==> src/rtl/handshake_responder.sv <==
// handshake_responder: debounces the raw push-button into the picoMips Handshake level and
// freezes the slide switches on every debounced press so the core reads stable operands.
module handshake_responder #(
    parameter int DATA_W          = 8,
    parameter int SYNC_STAGES     = 2,
    parameter int DEBOUNCE_CYCLES = 4
) (
    input  logic              Clock,
    input  logic              nReset,
    input  logic              Button,
    input  logic [DATA_W-1:0] SW,
    input  logic              PCHold,
    output logic              Handshake,
    output logic [DATA_W-1:0] SwData,
    output logic              Strobe,
    output logic              Waiting,
    output logic [7:0]        PressCount
);
    localparam int CNT_W = $clog2(DEBOUNCE_CYCLES + 1);
    localparam logic [CNT_W-1:0] CNT_LAST = CNT_W'(DEBOUNCE_CYCLES - 1);
    localparam logic [CNT_W-1:0] CNT_ZERO = CNT_W'(0);
    localparam logic [CNT_W-1:0] CNT_ONE  = CNT_W'(1);

    localparam logic [0:0] ST_SETTLED  = 1'b0;
    localparam logic [0:0] ST_DEBOUNCE = 1'b1;

    logic [SYNC_STAGES-1:0] btn_sync_r;
    logic [DATA_W-1:0]      sw_sync_r [SYNC_STAGES];
    logic                   btn_s;
    logic [DATA_W-1:0]      sw_s;
    logic [0:0]             state_r;
    logic [0:0]             state_nxt_s;
    logic [CNT_W-1:0]       cnt_r;
    logic [CNT_W-1:0]       cnt_nxt_s;
    logic                   toggle_s;

    assign btn_s = btn_sync_r[SYNC_STAGES-1];
    assign sw_s  = sw_sync_r[SYNC_STAGES-1];

    // Input synchronisers: the only logic that touches the raw board inputs.
    always_ff @(posedge Clock or negedge nReset) begin
        if (!nReset) begin
            btn_sync_r <= {SYNC_STAGES{1'b0}};
            for (int i = 0; i < SYNC_STAGES; i++) begin
                sw_sync_r[i] <= {DATA_W{1'b0}};
            end
        end else begin
            btn_sync_r[0] <= Button;
            sw_sync_r[0]  <= SW;
            for (int i = 1; i < SYNC_STAGES; i++) begin
                btn_sync_r[i] <= btn_sync_r[i-1];
                sw_sync_r[i]  <= sw_sync_r[i-1];
            end
        end
    end

    // Debounce next-state: any return to the current level abandons the pending change.
    always_comb begin
        state_nxt_s = state_r;
        cnt_nxt_s   = cnt_r;
        toggle_s    = 1'b0;
        case (state_r)
            ST_SETTLED: begin
                if (btn_s != Handshake) begin
                    state_nxt_s = ST_DEBOUNCE;
                    cnt_nxt_s   = CNT_ZERO;
                end else begin
                    state_nxt_s = ST_SETTLED;
                    cnt_nxt_s   = CNT_ZERO;
                end
            end
            ST_DEBOUNCE: begin
                if (btn_s == Handshake) begin
                    state_nxt_s = ST_SETTLED;
                    cnt_nxt_s   = CNT_ZERO;
                end else if (cnt_r == CNT_LAST) begin
                    state_nxt_s = ST_SETTLED;
                    cnt_nxt_s   = CNT_ZERO;
                    toggle_s    = 1'b1;
                end else begin
                    state_nxt_s = ST_DEBOUNCE;
                    cnt_nxt_s   = cnt_r + CNT_ONE;
                end
            end
            default: begin
                state_nxt_s = ST_SETTLED;
                cnt_nxt_s   = CNT_ZERO;
            end
        endcase
    end

    // Debounce state register.
    always_ff @(posedge Clock or negedge nReset) begin
        if (!nReset) begin
            state_r <= ST_SETTLED;
            cnt_r   <= CNT_ZERO;
        end else begin
            state_r <= state_nxt_s;
            cnt_r   <= cnt_nxt_s;
        end
    end

    // Registered outputs; switch capture and press count advance only on a rising Handshake.
    always_ff @(posedge Clock or negedge nReset) begin
        if (!nReset) begin
            Handshake  <= 1'b0;
            SwData     <= {DATA_W{1'b0}};
            Strobe     <= 1'b0;
            Waiting    <= 1'b0;
            PressCount <= 8'h00;
        end else begin
            Strobe  <= toggle_s;
            Waiting <= PCHold;
            if (toggle_s) begin
                Handshake <= ~Handshake;
                if (!Handshake) begin
                    SwData     <= sw_s;
                    PressCount <= PressCount + 8'd1;
                end
            end
        end
    end

endmodule

==> config.mk <==
export PLATFORM = sky130hd
export DESIGN_NAME = handshake_responder
export DESIGN_NICKNAME = d
export VERILOG_FILES = /design/src/rtl/handshake_responder.sv
export SDC_FILE = /design/constraint.sdc
export NUM_CORES = 1
export LEC_CHECK = 0
export ABC_AREA = 1
export CORE_MARGIN = 2
export CORE_UTILIZATION = 55
export DETAILED_ROUTE_END_ITERATION = 10
export DONT_BUFFER_PORTS = 1
export HOLD_SLACK_MARGIN = 0.08
export MAX_ROUTING_LAYER = met4
export PLACE_DENSITY = 0.8
export REMOVE_ABC_BUFFERS = 1
export SLEW_MARGIN = 20
export SYNTH_ARGS = -nofsm -noshare
export SYNTH_HDL_FRONTEND = slang
export SYNTH_SLANG_ARGS = --single-unit
==> constraint.sdc <==
create_clock -name Clock -period 1.4 [get_ports Clock]
set_input_delay 0.28 -clock Clock [delete_from_list [all_inputs] [get_ports Clock]]
set_output_delay 0.28 -clock Clock [all_outputs]
set_load 0.05 [all_outputs]
==> results.md <==
* Area after DPL at 1567 um2
* Total track usage at 0.1974
* Clock Latency Late Sink at 0.35 ns
* Netlist Area Pre-Place at 1484 um2
* Post-route total power at 2.506 mW
* RD Place Congestion at 0.7552
* Initial antenna violation count at 0
* Ys async rst share at 1.000
* Crit share post-route at 0.9757
* Area of the multi-input gates at 390.4 um2
* CP required at 1.12 ns
* Pleak at 0.9503 nW
* Simple-Gate Fraction of Synth Area at 0.2099
* IO Port Bufs at 0
* Synth Area in Compound Gates at 0.01686
* Slowest stage cell, crit path: dfrtp_1
* Final setup vio count at 0
* Min-delay worst type: reg2reg
* Sequence of cells on the critical path: buf_4
* Number of non-filler instances in the completed layout at 198
* CP peak stage delay at 0.49 ns
* MaxCap Viol Count at 0
* Crit Path Class: reg2out
* Sequential area share after synthesis at 0.6914
* First-pass GRT wire length at 4416 um
* RSZ-0062 raised after global routing: no
* Sequential cell area at 1026 um2
* Root Driver: clkbuf_4
* Adder-Cell Fraction of Synth Area at 0.01686
* Tmin final at 1.366 ns
* Max Root-Sink Buffers at 2
* Die X-Extent at 55.94 um
* DR iter-0 viols at 31
* Area grow syn2layout at 21.25%
* Max-slew violation count at 0
* Layout cells sized above 1 at 0.1726
* Total placed cells including tap cells at 174
* CP delay by family, top: flip-flops
* Starting Density at 0.5883
* Post-synth EDFFs at 0
* WL per Instance at 13.01 um
* Die height at 55.94 um
* Clock skew at 0.01614 ns
* CTS tree: done
* Layout Nets at 181
* Pwr Density at 1393 nW/um2
* Peak supply drop at 0.9760 mV
* 1st-pass router iterations at 4
* H-tree Lvls at 2
* Synth Area in XOR/XNOR at 0.01771
* TritonCTS Buffers at 5
* Rows at 18
* Core Area at 2522 um2
* # DRC at 0
* Vias at 967
* Vias/cell at 4.884
* Netlist cell types at 17
* Status: completed
* Drt total wl at 2576 um
* Remaining antenna violation count at 0
* Grt ovf at 0
* CP endpoint kind: output port
* Synth Instances at 137
* Crit path DAT at 1.09 ns
* Clock tree sinks at 41
* Clock transition at path regs at 0.12 ns
* Layout filler cell count at 184
* Synth warn at 0
* Post-synthesis mux area share at 0
* DIE AREA at 3129 um2
* I/O pins at 31
* Largest net degree at the start of global routing at 42
* Worst Tran Pin Value at 0.5373 ns
* Slew HR at 0.6418
* Count of state elements after synthesis at 41
* Fin util at 0.7133
* Crit start category: flop
* CP max FO at 6
* Most used DFF post-synth: dfrtp_1
* Vias in the first global route at 988
* Buf/Inv on CP at 1
* Mapped Avg Cell Area at 10.83 um2
* Hpwl dp at 1691 um
* Largest family of logic cells by synthesized area: simple AND/OR/NAND/NOR gates
* Min Hold Slack at 0.3512 ns
* Final hold vios at 0
* Post-route cell area at 1799 um2
* Antenna fix cells at 0
* Max Freq at 732.1 MHz
-- cells in the final DEF (no fill, tap or decap), drive strengths merged --
| master | instances |
|---|---|
| xor2 | 2 |
| buf | 14 |
| inv | 12 |
| dfrtp | 41 |
| nand2 | 56 |
| ha | 2 |
| nor3 | 1 |
| clkbuf | 7 |
| clkinv | 1 |
| nand3 | 5 |
| nand4 | 1 |
| xnor2 | 1 |
| nor2 | 9 |
| o21ai | 5 |
| dlygate4sd3 | 11 |
-- through the flow --
step,TNS [ns],setup slack [ns]
6_report,0,0.03402
3_5_place_dp,0,0.1146
2_1_floorplan,-0.1214,-0.08995
4_1_cts,0,0.04934
3_3_place_gp,0,0.1842
5_1_grt,0,0.001268
-- state kept, by name, indices dropped and copies added, names as in the netlist --
| name | cells |
|---|---|
| Waiting | 1 |
| PressCount | 8 |
| cnt_r | 3 |
| Handshake | 1 |
| sw_s | 8 |
| btn_sync_r | 2 |
| Strobe | 1 |
| sw_sync_r | 8 |
| state_r | 1 |
| SwData | 8 |
-- routing by layer --
layer,wire length (um),part of all wire,GRT usage,vias to the layer above
met2,1360,0.53,0.3350,32
met4,41,0.016,0.07143,0
li1,-,-,-,478
met3,141,0.055,0.07442,5
met1,1033,0.40,0.2118,452
met5,0,0,-,-
-- synth_stat cells, types with 2 or more instances --
cell type	number	share of area
buf_6	2	0.015
dfrtp_1	41	0.69
ha_1	2	0.017
inv_1	9	0.023
inv_2	2	0.0051
nand2_1	56	0.14
nand3_1	4	0.013
nor2_1	7	0.018
o21ai_0	5	0.017
xor2_1	2	0.012
-- final cells by class --
| cell class | instances | area share |
|---|---|---|
| Clock buffer | 7 | 0.03616 |
| Clock inverter | 1 | 0.002782 |
| Inverter | 12 | 0.02643 |
| Multi-Input combinational cell | 82 | 0.2170 |
| Sequential cell | 41 | 0.5702 |
| Tap cell | 30 | 0.02086 |
| Timing Repair Buffer | 25 | 0.1266 |
-- path summary, 6_finish.rpt --
kind / from / end / slack (ns) / cells after the start
max: PressCount[3]$_DFFE_PN0P_ / PressCount[3] / 0.03 / 1
min: btn_sync_r[0]$_DFF_PN0_ / btn_sync_r[1]$_DFF_PN0_ / 0.35 / 0
max reg2reg: cnt_r[0]$_DFF_PN0_ / SwData[1]$_DFFE_PN0P_ / 0.11 / 6
min reg2reg: btn_sync_r[0]$_DFF_PN0_ / btn_sync_r[1]$_DFF_PN0_ / 0.35 / 0
max in group asynchronous: nReset / SwData[1]$_DFFE_PN0P_ / 0.82 / 2
min in group asynchronous: nReset / state_r$_DFF_PN0_ / 0.37 / 2
-- where the power goes --
part	internal [mW]	switching, mW	leakage (nW)
clock	0.291	0.374	0.0413
combinational	0.107	0.196	0.385
sequential	1.30	0.240	0.524
total	1.70	0.810	0.950
-- what timing repair did --
item,4_1_cts,5_1_grt
hold buffers,12,0
endpoints found under the hold margin,51,0
setup endpoints to repair,0,12
gates resized for setup,0,1
setup buffers,0,4
-- cell families (layout without fill, tap and decap cells) --
group | after synthesis | count (layout)
compound gates | 5 | 5
xor+xnor | 3 | 3
fa+ha+maj | 2 | 2
buf+inv | 14 | 45
flops | 41 | 41
simple gates | 72 | 72
(Power assumes the default switching activity.)
